`config.mk`:
```
export PLATFORM = sky130hd
export DESIGN_NAME = uart_tx_arbiter
export DESIGN_NICKNAME = d
export VERILOG_FILES = /design/src/rtl/uart_tx_arbiter.sv
export SDC_FILE = /design/constraint.sdc
export NUM_CORES = 1
export LEC_CHECK = 0
export CAP_MARGIN = 0
export CORE_MARGIN = 3
export CORE_UTILIZATION = 42
export CTS_CLUSTER_SIZE = 40
export DETAILED_ROUTE_END_ITERATION = 10
export PLACE_DENSITY_LB_ADDON = 0.15
export SYNTH_ARGS = -nofsm -noshare
export SYNTH_HDL_FRONTEND = slang
export SYNTH_SLANG_ARGS = --single-unit
```
`constraint.sdc`:
```
create_clock -name clk -period 2.65 [get_ports clk]
set_clock_uncertainty 0.2 [all_clocks]
set_input_delay 0.53 -clock clk [delete_from_list [all_inputs] [get_ports clk]]
set_output_delay 0.53 -clock clk [all_outputs]
set_load 0.01 [all_outputs]
```
`src/rtl/uart_tx_arbiter.sv`:
```
// uart_tx_arbiter: shares one UART transmitter between NREQ byte producers.
// Requesters win in round-robin order. The winner keeps the transmitter for a
// whole packet, which ends at a byte marked last. Between packet bytes the
// owner may stall; an optional timeout drops the lock.
//
// Handshake: req_valid[i] means requester i holds a stable byte on its slice
// of req_data and req_last. The byte is consumed on a rising edge where both
// req_valid[i] and req_ready[i] are high. req_ready is one-hot, is only ever
// asserted in IDLE or HOLD, and is driven combinationally from state and
// req_valid.
module uart_tx_arbiter #(
    parameter int          NREQ         = 4,
    parameter logic [15:0] HOLD_TIMEOUT = 16'd0
) (
    input  logic                      clk,
    input  logic                      rst_n,
    input  logic [NREQ-1:0]           req_valid,
    input  logic [8*NREQ-1:0]         req_data,
    input  logic [NREQ-1:0]           req_last,
    output logic [NREQ-1:0]           req_ready,
    output logic [7:0]                tx_data,
    output logic                      tx_start_n,
    input  logic                      tx_idle,
    output logic [$clog2(NREQ)-1:0]   grant_id,
    output logic                      busy,
    output logic                      hold_tmo,
    output logic [2:0]                dbg_state
);

    localparam int IW = $clog2(NREQ);

    typedef enum logic [2:0] {
        S_IDLE      = 3'd0,
        S_START     = 3'd1,
        S_WAIT_ACK  = 3'd2,
        S_WAIT_DONE = 3'd3,
        S_HOLD      = 3'd4
    } state_t;

    state_t          state;
    state_t          state_d;
    logic [IW-1:0]   rr_ptr;
    logic            last_q;
    logic [15:0]     hold_cnt;

    logic            found;
    logic [IW-1:0]   win;
    logic [IW-1:0]   win_next;
    logic            capture;
    logic [IW-1:0]   cap_id;
    logic            pkt_done;
    logic            cnt_clr;
    logic            cnt_inc;

    assign dbg_state = state;

    // Round-robin search: first valid requester at or after rr_ptr.
    always_comb begin
        found = 1'b0;
        win   = '0;
        for (int i = 0; i < NREQ; i++) begin
            int idx;
            idx = int'(rr_ptr) + i;
            if (idx >= NREQ) idx = idx - NREQ;
            if (!found && req_valid[idx]) begin
                found = 1'b1;
                win   = idx[IW-1:0];
            end
        end
    end

    assign win_next = (win == IW'(NREQ - 1)) ? '0 : win + IW'(1);

    // Next-state and outputs. The hold counter is cleared when HOLD is
    // entered and counts owner-stall cycles. Ready is masked during reset
    // so no byte is acknowledged while the block is held in reset.
    always_comb begin
        state_d    = state;
        req_ready  = '0;
        tx_start_n = 1'b1;
        hold_tmo   = 1'b0;
        capture    = 1'b0;
        cap_id     = win;
        pkt_done   = 1'b0;
        cnt_clr    = 1'b0;
        cnt_inc    = 1'b0;
        case (state)
            S_IDLE: begin
                if (rst_n && found) begin
                    req_ready[win] = 1'b1;
                    capture        = 1'b1;
                    cap_id         = win;
                    state_d        = S_START;
                end
            end
            S_START: begin
                if (tx_idle) begin
                    tx_start_n = 1'b0;
                    state_d    = S_WAIT_ACK;
                end
            end
            S_WAIT_ACK: begin
                if (!tx_idle) state_d = S_WAIT_DONE;
            end
            S_WAIT_DONE: begin
                if (tx_idle) begin
                    if (last_q) begin
                        pkt_done = 1'b1;
                        state_d  = S_IDLE;
                    end else begin
                        cnt_clr = 1'b1;
                        state_d = S_HOLD;
                    end
                end
            end
            S_HOLD: begin
                if (rst_n && req_valid[grant_id]) begin
                    req_ready[grant_id] = 1'b1;
                    capture             = 1'b1;
                    cap_id              = grant_id;
                    state_d             = S_START;
                end else if ((HOLD_TIMEOUT != 16'd0) &&
                             (hold_cnt == HOLD_TIMEOUT - 16'd1)) begin
                    hold_tmo = 1'b1;
                    pkt_done = 1'b1;
                    state_d  = S_IDLE;
                end else begin
                    cnt_inc = 1'b1;
                end
            end
            default: state_d = S_IDLE;
        endcase
    end

    // State register.
    always_ff @(posedge clk or negedge rst_n) begin
        if (!rst_n) state <= S_IDLE;
        else        state <= state_d;
    end

    // Byte capture, ownership and round-robin pointer (advanced only on a
    // fresh grant from IDLE, never on a continuation byte from HOLD).
    always_ff @(posedge clk or negedge rst_n) begin
        if (!rst_n) begin
            tx_data  <= 8'h00;
            last_q   <= 1'b0;
            grant_id <= '0;
            rr_ptr   <= '0;
        end else if (capture) begin
            tx_data  <= req_data[int'(cap_id)*8 +: 8];
            last_q   <= req_last[cap_id];
            grant_id <= cap_id;
            if (state == S_IDLE) rr_ptr <= win_next;
        end
    end

    // Busy spans from first-byte capture until the packet is released.
    always_ff @(posedge clk or negedge rst_n) begin
        if (!rst_n)        busy <= 1'b0;
        else if (capture)  busy <= 1'b1;
        else if (pkt_done) busy <= 1'b0;
    end

    // Saturating hold counter.
    always_ff @(posedge clk or negedge rst_n) begin
        if (!rst_n)                         hold_cnt <= 16'd0;
        else if (cnt_clr)                   hold_cnt <= 16'd0;
        else if (cnt_inc && hold_cnt != '1) hold_cnt <= hold_cnt + 16'd1;
    end

endmodule

```
==> metrics.csv <==
metric,value,unit
timing.rr.end,last_q,
n_antenna_cell,0,
syn_area,1380,sq um
rsz0062_at_grt,true,
cts_sinks,17,
clk_pin_slew,0.10,ns
setup_slack,-0.107,ns
holdBufCountCts,0,
arrival,2.03,ns
ys_ff_latch,17,
cap_violations,0,
coreArea,3100,sq um
netSwitchingPower,0.860,mW
hold_viol,0,
outcome,"finished, violations left",
p_int,1.23,mW
wirelength,4.82,mm
fp.dieArea,4010,sq um
gp_congestion,0.929,
pre_cts_slack,-0.766,ns
worstMarginPinSlew,0.595,ns
grt_pass1_wl,7.99,mm
remaining_drc_errors,0,
tritoncts,done,
slew_viol_final,0,
synth.area.mux_share,3.17,%
setup_violations,4,
syn_nets,212,
switching_share,41.1,%
ir_drop,0.434,mV
seqPwrFrac,23.7,%
antenna_found_initial,0,
fin_crit_sh,104,%
grt_pass1_vias,1762,
critPathRequiredTime,1.92,ns
report.power.total,2.09,mW
regToRegSetupSlack,0.29,ns
crit_fanout,5,
violations,setup timing,
criticalPathCategory,flop to primary output,
start_util,44.5,%
drive_above_1_share,30.8,%
holdPathStages,1,
die_w,63.3,um
r2r_cells,7,
critPathLaunchType,flop,
seq_area_frac_synth,30.8,%
design_area,2430,sq um
min_period,2.76,ns
clock_latency,0.29,ns
synth-compound-area-share,30.8,%
dp.final_hpwl,3.70,mm
viasPerCell,5.49,
cts_buffers,3,
power_frac_clock,6.9,%
synth_fa_ha_area_share,3.63,%
synth_top_family_by_area,compound AO/OA/AOI/OAI gates,
holdPathEnd,busy,
cts.htree.levels,1,
cts-root-buf,clkbuf_4,
synthToLayoutAreaGrowth,76.3,%
min-delay-start,busy,
synthXorXnorAreaFrac,0.635,%
end_kind,primary output,
p_comb_share,69.5,%
ios,63,
place_area,2290,sq um
io_buffers,61,
relSlewSlack,60.1,%
syn_area_per_cell,8.36,sq um
synthDistinctLibCells,40,
drt-pass1-iter-count,4,
postRouteAntennaNets,0,
max_freq,363,MHz
grt_usage,24.4,%
wl_per_cell,15.5,um
timing.hold.worst.class,flop to flop,
rows,20,
hold_ws,0.285,ns
drt_iter0_drc,122,
grt_max_degree,19,
reg2reg_from,dbg_state[1],
synthCells,165,
p_leak,1.06,nW
synthSimpleGateAreaFrac,23.4,%
nets,314,
yosysWarnings,0,
vias,1701,
powerDensity,859,nW/um^2
grt_overflow,0,
fp.dieH,63.3,um
cts_max_path_buffers,2,
## cells by family after synthesis
logic type | count (synthesis)
and+or+nand+nor | 64
AOI/OAI and AO/OA | 53
buffers and inverters | 22
DFF | 17
adders and majority gates | 4
muxes | 3
other | 1
xor gates and xnor gates | 1
## power by group through the flow
stage / clock, mW / sequential (mW) / combinational [mW]
finish: 0.144 / 0.495 / 1.45
global route: 0.163 / 0.515 / 1.57
global placement: 0 / 0.489 / 1.27
floorplan: 0 / 0.529 / 0.651
detailed placement: 0 / 0.495 / 1.32
CTS: 0.146 / 0.491 / 1.39
## cell usage after synthesis
cell type   n  share of area, %
or2_2       2              0.91
conb_1      1              0.27
buf_4       2               1.1
a221oi_2    1               1.1
nor3_2      1              0.73
mux4_2      1               1.6
nor2b_1     1              0.45
o41a_1      1              0.82
o41ai_4     1               2.0
and4_1      1              0.63
and3_1      1              0.45
nand3_1    21               7.6
o32ai_1     1              0.63
a21oi_1     7               2.5
nand2b_1    3               1.4
o21ai_0    14               5.1
or3_1       2              0.91
nand2_1     7               1.9
a32o_1      2               1.5
o21a_1      1              0.54
o221a_1     1              0.82
a31oi_1     2              0.91
buf_6       1              0.82
nand4_1     1              0.45
nor2_4      1              0.82
nor3_1      2              0.73
buf_2       2              0.73
and2_1      1              0.45
nand4bb_1   1              0.82
clkbuf_1    2              0.54
mux2_2      1              0.82
ha_1        4               3.6
a21o_1      5               2.7
inv_1      15               4.1
mux2i_1     1              0.73
xor2_1      1              0.63
o2bb2ai_1   9               5.7
dfrtp_1    17                31
o221a_2     8               6.5
nor2_1     19               5.2
## cells in the final DEF, fill, tap and decap left out, types with 3 or more instances in the layout
cell,count
o21ai_0,13
dlygate4sd2_1,3
nand2_1,6
clkbuf_4,3
buf_4,42
dfrtp_1,16
clkdlybuf4s50_1,52
nor2_1,19
o221a_2,8
a21o_1,5
inv_1,13
nand3_1,21
a21oi_1,6
buf_2,4
o2bb2ai_1,9
## how the worst max path moves through the flow
| stage | endpoint | slack (ns) | start | cells after the start |
|---|---|---|---|---|
| 3_5_place_dp | req_ready[0] | -0.77 | req_valid[3] | 8 |
| 6_report | req_ready[0] | -0.11 | rr_ptr[1] | 8 |
| 4_1_cts | req_ready[0] | -0.07 | rr_ptr[1] | 7 |
| 3_3_place_gp | req_ready[0] | -0.68 | req_valid[3] | 8 |
| 2_1_floorplan | req_ready[0] | 0.21 | rr_ptr[1] | 6 |
| 5_1_grt | req_ready[0] | -0.17 | rr_ptr[1] | 8 |
## timing repair
action                                  4_1_cts  5_1_grt
hold endpoints to repair                      0        0
setup buffers                                 4        1
endpoints found under the setup margin        4        5
gates resized for setup                      37        8
pin swaps                                     8        1
## per-layer routing
layer	up-vias	GRT usage, %	part of all wire [%]
li1	809	-	-
met1	816	30.0	42
met2	65	42.6	49
met3	11	3.39	6.2
met4	0	9.43	2.4
met5	-	0	0
## worst max-delay path, cell delays in order, from the launching register on
cell and delay (ns):
dfrtp_1 0.45, nor2b_4 0.16, buf_4 0.13, o21a_4 0.21, nor3_4 0.16, inv_2 0.09
ha_2 0.18, a32o_1 0.21, buf_2 0.16
## cell type report
class                   instances  area (sq um)
multi-input cells             126           951
inverters                      15          56.3
repair buffers                104           917
fillers                       228           669
flip-flops and latches         17           427
well taps                      44          55.1
clock buffers                   3          22.5
clock inverters                 1          5.00
## stage by stage
step                cells  TNS (ns)  utilization [%]
global placement      302     -4.89             74.0
global route          310    -0.514             78.4
finish                310    -0.191             78.4
detailed placement    302     -5.51             74.0
floorplan             165         0                -
CTS                   309   -0.0781             77.3
## sequential cells by signal, summed over array words and instances (netlist names)
signal / flops
busy: 1
dbg_state: 3
grant_id: 2
last_q: 1
rr_ptr: 2
tx_data: 8
No activity file was read; power rests on OpenSTA's default activity.
